**config.mk**
```make
export PLATFORM = sky130hd
export DESIGN_NAME = ad9434_spi_master_flat
export DESIGN_NICKNAME = d
export VERILOG_FILES = /design/src/rtl/ad9434_spi_master_pkg.sv /design/src/rtl/ad9434_spi_master_if.sv /design/src/rtl/ad9434_spi_master_sclk_tick.sv /design/src/rtl/ad9434_spi_master.sv /design/src/flat_wrapper.sv
export SDC_FILE = /design/constraint.sdc
export NUM_CORES = 1
export LEC_CHECK = 0
export ABC_CLOCK_PERIOD_IN_PS = 6800
export CAP_MARGIN = 15
export CORE_ASPECT_RATIO = 0.75
export CORE_MARGIN = 2
export CORE_UTILIZATION = 42
export DETAILED_ROUTE_END_ITERATION = 10
export DONT_BUFFER_PORTS = 1
export PLACE_DENSITY_LB_ADDON = 0.3
export REMOVE_ABC_BUFFERS = 1
export SYNTH_ARGS = -nofsm -noshare
export SYNTH_HDL_FRONTEND = slang
export SYNTH_HIERARCHICAL = 1
export SYNTH_SLANG_ARGS = --single-unit
```
**constraint.sdc**
```tcl
create_clock -name clk -period 6.8 [get_ports clk]
set_input_delay 1.36 -clock clk [delete_from_list [all_inputs] [get_ports clk]]
set_output_delay 1.36 -clock clk [all_outputs]
set_load 0.02 [all_outputs]
```
**src/rtl/ad9434_spi_master_pkg.sv**
```systemverilog
// Shared types and constants for the AD9434 3-wire SPI master.
package ad9434_spi_master_pkg;

    typedef enum logic [2:0] {
        IDLE,
        SETUP,
        SHIFT,
        HOLD,
        GAP
    } state_t;

    // Bits driven by the master before SDIO turns around on a read
    localparam int INSTR_W_DEF = 16;
    // AD9434 instruction R/W flag (1 = read), MSB of the frame
    localparam int RW_BIT_POS  = 23;
    localparam int FRAME_W     = 24;

    typedef logic [FRAME_W-1:0] frame_t;

endpackage

```
**src/rtl/ad9434_spi_master_if.sv**
```systemverilog
// Command/status bus from the configuration sequencer plus the ADC SPI pins.
interface ad9434_spi_master_if #(
    parameter int MOSI_DATA_WIDTH = 24,
    parameter int MISO_DATA_WIDTH = 8
);
    logic                       i_spi_wr_cmd;
    logic                       i_spi_rd_cmd;
    logic [MOSI_DATA_WIDTH-1:0] i_spi_wr_data;
    logic [MISO_DATA_WIDTH-1:0] o_spi_rd_data;
    logic                       o_spi_busy;
    logic                       o_spi_done;
    logic                       o_sclk;
    logic                       o_csb;
    logic                       o_sdio_o;
    logic                       o_sdio_oe;
    logic                       i_sdio_i;

    // The SPI master block itself
    modport master (
        input  i_spi_wr_cmd, i_spi_rd_cmd, i_spi_wr_data, i_sdio_i,
        output o_spi_rd_data, o_spi_busy, o_spi_done,
        output o_sclk, o_csb, o_sdio_o, o_sdio_oe
    );

    // Sequencer and ADC side
    modport slave (
        output i_spi_wr_cmd, i_spi_rd_cmd, i_spi_wr_data, i_sdio_i,
        input  o_spi_rd_data, o_spi_busy, o_spi_done,
        input  o_sclk, o_csb, o_sdio_o, o_sdio_oe
    );
endinterface

```
**src/rtl/ad9434_spi_master_sclk_tick.sv**
```systemverilog
// SCLK phase timer: one full SCLK period is 2*CLK_DIV clks. rise_tick marks the
// last clk of the low half, fall_tick the last clk of the high half.
module ad9434_spi_master_sclk_tick #(
    parameter int CLK_DIV = 4
) (
    input  logic clk,
    input  logic rst_n,
    input  logic en,
    output logic rise_tick,
    output logic fall_tick
);
    localparam int CW = (CLK_DIV > 1) ? $clog2(2 * CLK_DIV) : 1;

    logic [CW-1:0] cnt;

    // Free-running period counter while shifting, parked at zero otherwise
    always_ff @(posedge clk or negedge rst_n) begin
        if (!rst_n)
            cnt <= '0;
        else if (!en || cnt == CW'(2 * CLK_DIV - 1))
            cnt <= '0;
        else
            cnt <= cnt + 1'b1;
    end

    assign rise_tick = en && (cnt == CW'(CLK_DIV - 1));
    assign fall_tick = en && (cnt == CW'(2 * CLK_DIV - 1));

endmodule

```
**src/rtl/ad9434_spi_master.sv**
```systemverilog
// 3-wire SPI master for the AD9434 serial port. Frames are shifted MSB first on
// SCLK (CPOL=0); reads release SDIO after the instruction and shift the reply in.
module ad9434_spi_master
    import ad9434_spi_master_pkg::*;
#(
    parameter int MOSI_DATA_WIDTH = 24,
    parameter int MISO_DATA_WIDTH = 8,
    parameter int INSTR_WIDTH     = INSTR_W_DEF,
    parameter int CLK_DIV         = 4,
    parameter int CS_SETUP        = 2,
    parameter int CS_HOLD         = 2,
    parameter int CS_GAP          = 4
) (
    input  logic                 clk,
    input  logic                 rst_n,
    ad9434_spi_master_if.master  bus
);
    state_t                     state, next_state;
    logic [7:0]                 tmr, tmr_d;
    logic [4:0]                 bit_cnt;
    logic                       is_read;
    logic [MOSI_DATA_WIDTH-1:0] sreg;
    logic [MISO_DATA_WIDTH-1:0] rx, rx_d;
    logic                       rise_tick, fall_tick;
    logic                       cmd;
    logic                       last_bit;

    logic                       sclk_q, csb_q, sdo_q, oe_q, busy_q, done_q;
    logic                       sclk_d, csb_d, sdo_d, oe_d, busy_d, done_d;
    logic [MISO_DATA_WIDTH-1:0] rd_q, rd_d;

    assign cmd      = bus.i_spi_wr_cmd | bus.i_spi_rd_cmd;
    assign last_bit = fall_tick && (bit_cnt == 5'(MOSI_DATA_WIDTH - 1));

    ad9434_spi_master_sclk_tick #(.CLK_DIV(CLK_DIV)) u_tick (
        .clk       (clk),
        .rst_n     (rst_n),
        .en        (state == SHIFT),
        .rise_tick (rise_tick),
        .fall_tick (fall_tick)
    );

    // State, phase timer, bit counter and all registered outputs
    always_ff @(posedge clk or negedge rst_n) begin
        if (!rst_n) begin
            state   <= IDLE;
            tmr     <= '0;
            bit_cnt <= '0;
            is_read <= 1'b0;
            sclk_q  <= 1'b0;
            csb_q   <= 1'b1;
            sdo_q   <= 1'b0;
            oe_q    <= 1'b0;
            busy_q  <= 1'b0;
            done_q  <= 1'b0;
            rd_q    <= '0;
        end else begin
            state   <= next_state;
            tmr     <= tmr_d;
            if (state != SHIFT)
                bit_cnt <= '0;
            else if (fall_tick)
                bit_cnt <= bit_cnt + 5'd1;
            if (state == IDLE && cmd)
                is_read <= bus.i_spi_rd_cmd;
            sclk_q  <= sclk_d;
            csb_q   <= csb_d;
            sdo_q   <= sdo_d;
            oe_q    <= oe_d;
            busy_q  <= busy_d;
            done_q  <= done_d;
            rd_q    <= rd_d;
        end
    end

    // Frame sequencing: setup, 24 SCLK periods, hold, inter-frame gap
    always_comb begin
        next_state = state;
        case (state)
            IDLE:    if (cmd) next_state = SETUP;
            SETUP:   if (tmr == 8'(CS_SETUP - 1)) next_state = SHIFT;
            SHIFT:   if (last_bit) next_state = HOLD;
            HOLD:    if (tmr == 8'(CS_HOLD - 1)) next_state = GAP;
            GAP:     if (tmr == 8'(CS_GAP - 1)) next_state = IDLE;
            default: next_state = IDLE;
        endcase
        tmr_d = (next_state != state) ? 8'd0 : tmr + 8'd1;
    end

    // Next values of the pin and status registers
    always_comb begin
        sclk_d = 1'b0;
        csb_d  = 1'b1;
        sdo_d  = 1'b0;
        oe_d   = 1'b0;
        done_d = 1'b0;
        busy_d = (next_state != IDLE);
        rd_d   = rd_q;
        rx_d   = rx;
        if (state == SHIFT && fall_tick && is_read && bit_cnt >= 5'(INSTR_WIDTH))
            rx_d = {rx[MISO_DATA_WIDTH-2:0], bus.i_sdio_i};
        case (next_state)
            SETUP: begin
                csb_d = 1'b0;
                oe_d  = 1'b1;
                sdo_d = (state == IDLE) ? bus.i_spi_wr_data[MOSI_DATA_WIDTH-1] : sdo_q;
            end
            SHIFT: begin
                csb_d  = 1'b0;
                sclk_d = rise_tick ? 1'b1 : (fall_tick ? 1'b0 : sclk_q);
                sdo_d  = fall_tick ? sreg[MOSI_DATA_WIDTH-2] : sdo_q;
                // Turnaround: release SDIO on the fall that ends the instruction
                oe_d   = (is_read && fall_tick && bit_cnt == 5'(INSTR_WIDTH - 1)) ? 1'b0 : oe_q;
            end
            HOLD: begin
                csb_d  = 1'b0;
                done_d = (tmr_d == 8'(CS_HOLD - 1));
                if (done_d && is_read)
                    rd_d = rx_d;
            end
            default: ;
        endcase
    end

    // Transmit and receive shift registers (data only, no reset needed)
    always_ff @(posedge clk) begin
        if (state == IDLE && cmd)
            sreg <= bus.i_spi_wr_data;
        else if (state == SHIFT && fall_tick)
            sreg <= sreg << 1;
        rx <= rx_d;
    end

    assign bus.o_sclk        = sclk_q;
    assign bus.o_csb         = csb_q;
    assign bus.o_sdio_o      = sdo_q;
    assign bus.o_sdio_oe     = oe_q;
    assign bus.o_spi_busy    = busy_q;
    assign bus.o_spi_done    = done_q;
    assign bus.o_spi_rd_data = rd_q;

endmodule
```
**src/flat_wrapper.sv**
```systemverilog
// flat-port wrapper written by rule: the top's interface ports become plain ports
module ad9434_spi_master_flat import ad9434_spi_master_pkg::*;
#(
    parameter int MOSI_DATA_WIDTH = 24,
    parameter int MISO_DATA_WIDTH = 8,
    parameter int INSTR_WIDTH     = INSTR_W_DEF,
    parameter int CLK_DIV         = 4,
    parameter int CS_SETUP        = 2,
    parameter int CS_HOLD         = 2,
    parameter int CS_GAP          = 4
)
  (clk, rst_n, bus_i_spi_wr_cmd, bus_i_spi_rd_cmd, bus_i_spi_wr_data, bus_i_sdio_i, bus_o_spi_rd_data, bus_o_spi_busy, bus_o_spi_done, bus_o_sclk, bus_o_csb, bus_o_sdio_o, bus_o_sdio_oe);
  ad9434_spi_master_if #(.MOSI_DATA_WIDTH(MOSI_DATA_WIDTH), .MISO_DATA_WIDTH(MISO_DATA_WIDTH)) bus_i ();
  input  logic clk;
  input  logic rst_n;
  input wire logic [$bits(bus_i.i_spi_wr_cmd)-1:0] bus_i_spi_wr_cmd;
  input wire logic [$bits(bus_i.i_spi_rd_cmd)-1:0] bus_i_spi_rd_cmd;
  input wire logic [$bits(bus_i.i_spi_wr_data)-1:0] bus_i_spi_wr_data;
  input wire logic [$bits(bus_i.i_sdio_i)-1:0] bus_i_sdio_i;
  output wire logic [$bits(bus_i.o_spi_rd_data)-1:0] bus_o_spi_rd_data;
  output wire logic [$bits(bus_i.o_spi_busy)-1:0] bus_o_spi_busy;
  output wire logic [$bits(bus_i.o_spi_done)-1:0] bus_o_spi_done;
  output wire logic [$bits(bus_i.o_sclk)-1:0] bus_o_sclk;
  output wire logic [$bits(bus_i.o_csb)-1:0] bus_o_csb;
  output wire logic [$bits(bus_i.o_sdio_o)-1:0] bus_o_sdio_o;
  output wire logic [$bits(bus_i.o_sdio_oe)-1:0] bus_o_sdio_oe;
  assign bus_i.i_spi_wr_cmd = bus_i_spi_wr_cmd;
  assign bus_i.i_spi_rd_cmd = bus_i_spi_rd_cmd;
  assign bus_i.i_spi_wr_data = bus_i_spi_wr_data;
  assign bus_i.i_sdio_i = bus_i_sdio_i;
  assign bus_o_spi_rd_data = bus_i.o_spi_rd_data;
  assign bus_o_spi_busy = bus_i.o_spi_busy;
  assign bus_o_spi_done = bus_i.o_spi_done;
  assign bus_o_sclk = bus_i.o_sclk;
  assign bus_o_csb = bus_i.o_csb;
  assign bus_o_sdio_o = bus_i.o_sdio_o;
  assign bus_o_sdio_oe = bus_i.o_sdio_oe;
  ad9434_spi_master #(.MOSI_DATA_WIDTH(MOSI_DATA_WIDTH), .MISO_DATA_WIDTH(MISO_DATA_WIDTH), .INSTR_WIDTH(INSTR_WIDTH), .CLK_DIV(CLK_DIV), .CS_SETUP(CS_SETUP), .CS_HOLD(CS_HOLD), .CS_GAP(CS_GAP)) u_core (.clk(clk), .rst_n(rst_n), .bus(bus_i));
endmodule
```
==> impl_metrics.tcl, run 1 <==
set metrics [dict create \
    clkSlewWorstSetupHoldPaths_ns 0.08 \
    ir_worst_vdd_mv 0.185 \
    fillerInstances 601 \
    comb_power_share 0.263 \
    yosysMostFrequentCell "mux2_2" \
    portBuffers 0 \
    setup_tns_ns 0 \
    cts_buffers 9 \
    synth_edf_count 23 \
    worstSetupPathType "in -> reg" \
    synth.distinct_cells 46 \
    outcome "finished, final reports clean" \
    setup_viol 0 \
    critPathCaptureType "register" \
    maxCapViolations 0 \
    crit_fanout 26 \
    postCtsSetupBuffers 0 \
    firstDrtPassIters 4 \
    wirelength_um 4880 \
    grt_use_total 0.140 \
    synthArstFlopShare 0.523 \
    p_total_uw 1370 \
    rsz0062_at_grt "no" \
    drt_iter0_markers 93 \
    io_pins 43 \
    place_area_sq_um 2970 \
    clk_latency_ns 0.34 \
    row_count 26 \
    cts-htree-levels 3 \
    die_h_um 75.7 \
    power_density_nw_per_um2 426 \
    leakagePower_uw 0.00132 \
    synthesis.area_sq_um 2880 \
    die_w_um 99.6 \
    dpl.hpwl_um 3230 \
    die_area_sq_um 7550 \
    hold_viol 0 \
    yosys-top-cells-area "dfrtp_1 (29%), edfxtp_1 (24%), mux2_2 (15%), dfxtp_1 (5.6%), ha_1 (3.0%)" \
    cts_sinks 65 \
    start_util 0.428 \
    fin_cells 313 \
    min_period_over_period 0.435 \
    dp_slack_ns 3.45 \
    p_sw_uw 418 \
    cts_resized 0 \
    cts_tree "built" \
    wl_per_cell_um 15.6 \
    antenna_found_initial 0 \
    drv_slew 0 \
    tightestPinTransition_ns 1.11 \
    cp.arrival_ns 3.17 \
    drc 0 \
    cp_data_required_time_ns 7.02 \
    grt_max_degree 35 \
    yosys-top-cells-count "mux2_2 (38), dfrtp_1 (33), edfxtp_1 (23), nor2_1 (23), inv_1 (10)" \
    ys_ff_latch 65 \
    ant_nets 0 \
    period_needed_ns 2.95 \
    finClkSkew_ns 0.00988 \
    hold_path_class "reg -> reg" \
    drive_above_1_share 0.279 \
    dr_total_vias 1635 \
    synth_area_leader_cell "dfrtp_1" \
    place_inst 297 \
    synth_top_cell_area_share 0.287 \
    overflow 0 \
    grt_pass1_wl_um 7970 \
    fmax_ghz 0.338 \
    syn2layout_area_growth_pct 11.4 \
    coreArea_sq_um 6730 \
    nets 260 \
    cts_root_buf "clkbuf_8" \
    setup.worst_path.start_class "primary input" \
    fin_ws_ns 3.85 \
    ys.flop_type "dfrtp_1" \
    fin_area_sq_um 3210 \
    postCtsHoldBufs 0 \
    seq_power_share 0.446 \
    p_int_uw 949 \
    gp_congestion 0.798 \
    via_per_inst 5.22 \
    clock_path_buffers 2 \
    relSlewSlack 0.257 \
    p_sw_frac 0.306 \
    grt_pass1_vias 1596 \
    clkPwrFrac 0.291 \
    yosysSeqAreaShare 0.591 \
    yosys_warnings 6 \
    syn_avg_cell_area_sq_um 13.2 \
    synth_cells 218 \
    num_antenna_cells 0 \
]
==> critical path: stages <==
cell	delay, ns
o21a_1	0.54
or3_1	0.68
nand4b_4	0.23
mux2_2	0.36
==> layout make-up <==
cell class	instances	area [sq um]	area share
clock inverter	6	115	0.0359
multi-input combinational	138	1120	0.349
tap	84	105	0.0327
sequential	65	1700	0.531
inverter	10	37.5	0.0117
clock buffer	10	128	0.0398
==> worst paths after layout <==
path	start	to	slack, ns	depth (start not counted)
setup / recovery	bus_i_spi_rd_cmd	u_core/bus.o_spi_rd_data[3]$_DFFE_PN0P_	3.85	4
hold reg to reg	u_core/u_tick/cnt[0]$_DFF_PN0_	u_core/u_tick/cnt[0]$_DFF_PN0_	0.47	1
max in group asynchronous	rst_n	u_core/bus.o_csb$_DFF_PN1_	5.91	0
min in group asynchronous	rst_n	u_core/tmr[4]$_DFF_PN0_	0.71	0
hold / removal	u_core/u_tick/cnt[0]$_DFF_PN0_	u_core/u_tick/cnt[0]$_DFF_PN0_	0.47	1
setup reg to reg	u_core/state[2]$_DFF_PN0_	u_core/bus.o_spi_rd_data[3]$_DFFE_PN0P_	3.86	9
==> power by group through the flow <==
stage / combinational, uW / sequential, uW / clock (uW)
after floorplan: 293 / 598 / 0
after global placement: 352 / 615 / 0
after detailed placement: 361 / 617 / 0
after CTS: 363 / 610 / 408
after global routing: 403 / 621 / 423
final: 359 / 609 / 398
==> layout by cell type (no fill, tap or decap), drive strengths merged, types with 2 or more instances in the layout <==
| master | n |
|---|---|
| mux2 | 39 |
| ha | 7 |
| and3 | 2 |
| dfxtp | 8 |
| xor2 | 4 |
| a21oi | 2 |
| dfrtp | 33 |
| a311oi | 2 |
| nand4 | 2 |
| xnor2 | 5 |
| nor2 | 23 |
| a22o | 2 |
| o21bai | 2 |
| or3 | 3 |
| edfxtp | 23 |
| clkbuf | 10 |
| nand2b | 2 |
| nor3b | 2 |
| bufinv | 3 |
| inv | 11 |
| nand2 | 8 |
| o21ai | 5 |
| and4 | 3 |
| and2 | 4 |
| nand3 | 4 |
| nor3 | 4 |
==> metal layers <==
metal  GRT usage  share of wire  vias to the layer above  wire length (um)
met5           0              0                        -                 0
met4      0.0533          0.013                        0                62
met3      0.0541          0.039                        7               189
met2       0.210           0.46                       26              2250
met1       0.186           0.49                      803              2380
li1            -              -                      799                 -
==> per-stage QoR <==
step / util / hold WS [ns]
final: 0.477 / 0.465
after global routing: 0.477 / 0.479
after CTS: 0.477 / 0.468
after detailed placement: 0.441 / 0.452
after global placement: 0.441 / 0.451
after floorplan: - / 0.430
==> cells by family after synthesis <==
kind of cell,Yosys count,synth area share
fa+ha+maj,7,0.0304
compound gates,19,0.0460
simple gates,63,0.127
mux,40,0.157
xor+xnor,9,0.0274
flops,65,0.591
buf+inv,15,0.0213
==> registers in the layout, summed over array words and instances (netlist names) <==
name,flops
u_core/sreg,23
u_core/bus.o_spi_rd_data,8
u_core/rx,8
u_core/tmr,8
u_core/bit_cnt,5
u_core/state,3
u_core/u_tick/cnt,3
u_core/bus.o_csb,1
u_core/bus.o_sclk,1
u_core/bus.o_sdio_o,1
u_core/bus.o_sdio_oe,1
u_core/bus.o_spi_busy,1
u_core/bus.o_spi_done,1
u_core/is_read,1
Note: power is estimated with default switching activity, not from simulation.
==> inputs of run 2 (changes only) <==
- ABC_CLOCK_PERIOD_IN_PS: 6800 -> 2800
- clock period: 6.8 -> 2.8 ns (I/O delays scaled with it)
==> impl_metrics.tcl, run 2 (same netlist as run 1, synthesis figures left out) <==
set metrics [dict create \
    outcome "finished, final reports clean" \
    clk_latency_ns 0.33 \
    drive_above_1_share 0.294 \
    period_needed_ns 2.52 \
    portBuffers 0 \
    r2r_slack_ns 0.28 \
    setup.worst_path.start_class "register" \
    leakagePower_uw 0.00133 \
    wl_per_cell_um 15.5 \
    start_util 0.428 \
    setup_tns_ns 0 \
    dpl.hpwl_um 3520 \
    relSlewSlack 0.679 \
    power_density_nw_per_um2 986 \
    cp.arrival_ns 2.74 \
    crit_slowest_cell "nor4_1" \
    drc 0 \
    die_h_um 75.7 \
    grt_use_total 0.147 \
    io_pins 43 \
    layout_commonest_cell "mux2_2" \
    drv_slew 0 \
    die_area_sq_um 7550 \
    cts_root_buf "clkbuf_8" \
    crit_chain "ha_1, ha_1, and2_2, nand4bb_1, nor4_1, nor2_1, o2111ai_1, nand4b_4, mux2_2" \
    crit_family "simple AND/OR/NAND/NOR gates" \
    ir_worst_vdd_mv 0.404 \
    cts_sinks 65 \
    firstDrtPassIters 4 \
    maxCapViolations 0 \
    path_buf_inv 0 \
    postCtsSetupBuffers 0 \
    wirelength_um 4950 \
    row_count 26 \
    regMostFlops "u_core/sreg" \
    highest_layer "met4" \
    drt_iter0_markers 57 \
    cpMostUsedCell "ha_1" \
    fin_cells 319 \
    final_cell_mix "mux2_2 (38), dfrtp_1 (33), nor2_1 (23), edfxtp_1 (23), clkbuf_8 (11)" \
    overflow 0 \
    ant_nets 0 \
    cts_tree "built" \
    wl_met3_um 161 \
    hold_path_class "in -> async" \
    grt_pass1_vias 1739 \
    cts_buffers 9 \
    nets 266 \
    max_stage_delay_ns 0.39 \
    rsz0062_at_grt "no" \
    min_period_over_period 0.901 \
    antenna_found_initial 0 \
    finClkSkew_ns 0.00878 \
    grt_pass1_wl_um 8360 \
    grt_max_degree 34 \
    crit_fanout 10 \
    num_antenna_cells 0 \
    dr_total_vias 1664 \
    cts-htree-levels 3 \
    clock_path_buffers 2 \
    fmax_ghz 0.396 \
    tightestPinTransition_ns 0.476 \
    coreArea_sq_um 6730 \
    largest_reg_flops 23 \
    r2r_cells 9 \
    routedLengthMet1_um 2410 \
    place_inst 302 \
    die_w_um 99.6 \
    clkSlewWorstSetupHoldPaths_ns 0.07 \
    cp_data_required_time_ns 3.01 \
    wl_met2_um 2310 \
    hold_viol 0 \
    via_per_inst 5.22 \
    path_depth 9 \
    critPathCaptureType "register" \
    gp_congestion 0.805 \
    syn2layout_area_growth_pct 11.9 \
    setup_viol 0 \
    worstSetupPathType "reg -> reg" \
]
==> run 2: cell types whose count changed in the layout (fill, tap and decap cells not counted), moves of 2 or more <==
cell / previous run / this run
buf_4: 0 / 5
bufinv_16: 3 / 0
clkbuf_1: 1 / 3
clkbuf_8: 9 / 11
==> run 2: power by group <==
part           internal (uW)  switching (uW)
combinational            458             488
sequential              1300             178
clock                    425             330
total                   2180             997
==> run 2: final timing paths <==
check,from,to
min reg2reg,u_core/u_tick/cnt[0]$_DFF_PN0_,u_core/u_tick/cnt[0]$_DFF_PN0_
max,u_core/u_tick/cnt[0]$_DFF_PN0_,u_core/bus.o_spi_rd_data[5]$_DFFE_PN0P_
max reg2reg,u_core/u_tick/cnt[0]$_DFF_PN0_,u_core/bus.o_spi_rd_data[5]$_DFFE_PN0P_
min in group clk,bus_i_spi_rd_cmd,u_core/is_read$_DFFE_PN0P_
max in group asynchronous,rst_n,u_core/state[1]$_DFF_PN0_
min,rst_n,u_core/bit_cnt[4]$_DFFE_PN0P_
==> run 2: routing by layer <==
| metal | vias up | global-route usage |
|---|---|---|
| met2 | 23 | 0.231 |
| met1 | 824 | 0.192 |
| met3 | 5 | 0.0505 |
| met5 | - | 0 |
| li1 | 812 | - |
| met4 | 0 | 0.0548 |
==> run 2: what timing repair did <==
action	in CTS	in global routing
hold endpoints to repair	33	0
setup endpoints to repair	0	8
resized for setup	0	1
hold buffers	1	0
==> run 2: area by class of cell <==
class                   count  area, sq um
clock buffers              15          188
clock inverters             1         7.51
fillers                   616         3510
inverters                  10         37.5
multi-input cells         138         1130
flip-flops and latches     65         1700
well taps                  84          105
repair buffers              6         57.6
==> run 2: through the flow <==
| stage | instance area [sq um] | setup WS, ns | total power (uW) | hold WS [ns] | utilization |
|---|---|---|---|---|---|
| 2_1_floorplan | 2860 | 0.179 | 2170 | 0.264 | - |
| 3_3_place_gp | 3000 | 0.358 | 2400 | 0.265 | 0.446 |
| 3_5_place_dp | 3000 | 0.175 | 2420 | 0.265 | 0.446 |
| 4_1_cts | 3220 | 0.162 | 3210 | 0.0461 | 0.478 |
| 5_1_grt | 3220 | 0.0287 | 3400 | 0.0348 | 0.479 |
| 6_report | 3220 | 0.277 | 3180 | 0.0506 | 0.479 |
==> inputs of run 3 (changes only) <==
--- a/constraint.sdc
+++ b/constraint.sdc
@@ -3,2 +3,2 @@
 set_output_delay 0.56 -clock clk [all_outputs]
-set_load 0.02 [all_outputs]
+set_load 0.1 [all_outputs]
==> impl_metrics.tcl, run 3 (same netlist as run 1, synthesis figures left out) <==
set metrics [dict create \
    fin_util 0.478 \
    overflow 0 \
    firstDrtPassIters 4 \
    gp_congestion 0.841 \
    maxCapViolations 0 \
    cts_sinks 65 \
    seq_power_share 0.497 \
    grt_max_degree 34 \
    drv_slew 0 \
    drive_above_1_share 0.298 \
    p_sw_uw 1190 \
    grt_use_total 0.146 \
    setup_tns_ns 0 \
    grt_pass1_wl_um 8210 \
    cts_root_buf "clkbuf_8" \
    fin_ws_ns 0.264 \
    cts_tree "built" \
    r2r_cells 8 \
    power_density_nw_per_um2 1040 \
    largest_reg_flops 23 \
    hold_viol 0 \
    via_per_inst 5.17 \
    worstSetupPathType "reg -> reg" \
    ant_nets 0 \
    clkPwrFrac 0.226 \
    p_total_uw 3350 \
    antenna_found_initial 0 \
    fmax_ghz 0.394 \
    die_h_um 75.7 \
    seq_area_sq_um 1700 \
    dp_slack_ns 0.225 \
    start_util 0.428 \
    outcome "finished, final reports clean" \
    layout_commonest_cell "mux2_2" \
    row_count 26 \
    syn2layout_area_growth_pct 11.7 \
    multiInputGateArea_sq_um 1130 \
    r2r_start "u_core/u_tick/cnt[0]$_DFF_PN0_" \
    wl_per_cell_um 15.6 \
    ir_worst_vdd_mv 0.437 \
    reg2reg_to "u_core/bus.o_spi_rd_data[7]$_DFFE_PN0P_" \
    final_cell_mix "mux2_2 (38), dfrtp_1 (33), nor2_1 (23), edfxtp_1 (23), inv_1 (10)" \
    finClkSkew_ns 0.0102 \
    nets 266 \
    comb_power_share 0.278 \
    cts-htree-levels 3 \
    period_needed_ns 2.54 \
    wirelength_um 4960 \
    tightestPinTransition_ns 0.952 \
    min_period_over_period 0.906 \
    clk_latency_ns 0.33 \
    drc 0 \
    leakagePower_uw 0.00133 \
    p_sw_frac 0.357 \
    holdWs_ns 0.0444 \
    cp_data_required_time_ns 3.01 \
    regMostFlops "u_core/sreg" \
    dr_total_vias 1648 \
    drt_iter0_markers 88 \
    hold_path_class "in -> async" \
    rsz0062_at_grt "no" \
    postCtsSetupBuffers 0 \
    clock_path_buffers 2 \
    p_int_uw 2150 \
    fillerInstances 595 \
    cts_buffers 9 \
    crit_fanout 10 \
    setup_viol 0 \
    die_w_um 99.6 \
    relSlewSlack 0.365 \
    critPathCaptureType "register" \
    grt_pass1_vias 1683 \
    cp.arrival_ns 2.75 \
    coreArea_sq_um 6730 \
    r2r_slack_ns 0.26 \
    die_area_sq_um 7550 \
    portBuffers 0 \
    clkSlewWorstSetupHoldPaths_ns 0.07 \
    dpl.hpwl_um 3390 \
    num_antenna_cells 0 \
    setup.worst_path.start_class "register" \
    io_pins 43 \
]
run 3: what timing repair did:
action,CTS,global route
hold endpoints to repair,33,0
gates resized for setup,0,1
hold buffers,1,0
setup endpoints to repair,0,8
run 3: critical path, stage by stage, from the launching register on:
cell and delay, ns:
dfrtp_1 0.39, ha_1 0.22, ha_1 0.23, and2_2 0.28
nand4bb_1 0.17, nor4_2 0.08, or3_1 0.48, nand4b_4 0.22
mux2_2 0.35
run 3: worst max-delay path by stage:
stage	from	cells after the start	slack, ns	to
finish	u_core/u_tick/cnt[0]$_DFF_PN0_	8	0.26	u_core/bus.o_spi_rd_data[7]$_DFFE_PN0P_
global route	u_core/state[2]$_DFF_PN0_	9	0.02	u_core/bus.o_spi_rd_data[7]$_DFFE_PN0P_
global placement	u_core/u_tick/cnt[0]$_DFF_PN0_	8	0.36	u_core/bus.o_spi_rd_data[6]$_DFFE_PN0P_
CTS	u_core/u_tick/cnt[0]$_DFF_PN0_	8	0.21	u_core/bus.o_spi_rd_data[7]$_DFFE_PN0P_
floorplan	u_core/state[2]$_DFF_PN0_	6	0.18	u_core/sreg[0]$_SDFFCE_PN0P_
detailed placement	u_core/u_tick/cnt[0]$_DFF_PN0_	8	0.22	u_core/bus.o_spi_rd_data[2]$_DFFE_PN0P_
run 3: layout make-up:
cell class,count,area share
clock buffers,11,0.0408
clock inverters,5,0.0175
inverters,10,0.0117
multi-input cells,138,0.350
flip-flops and latches,65,0.529
well taps,84,0.0327
repair buffers,6,0.0179
run 3: power by group through the flow:
| stage | clock (uW) | sequential, uW | combinational (uW) |
|---|---|---|---|
| detailed placement | 0 | 1680 | 924 |
| global route | 824 | 1690 | 1040 |
| CTS | 785 | 1660 | 941 |
| global placement | 0 | 1670 | 910 |
| floorplan | 0 | 1640 | 713 |
| finish | 755 | 1660 | 929 |
run 3: per-stage QoR:
step | area (sq um) | cells
after floorplan | 2860 | 213
after global placement | 3000 | 302
after detailed placement | 3000 | 302
after CTS | 3210 | 319
after global routing | 3220 | 319
final | 3220 | 319
run 3: metal layers:
metal	track usage	up-vias	routed length [um]
li1	-	809	-
met1	0.198	806	2560
met2	0.209	31	2190
met3	0.0606	2	182
met4	0.0609	0	29
met5	0	-	0
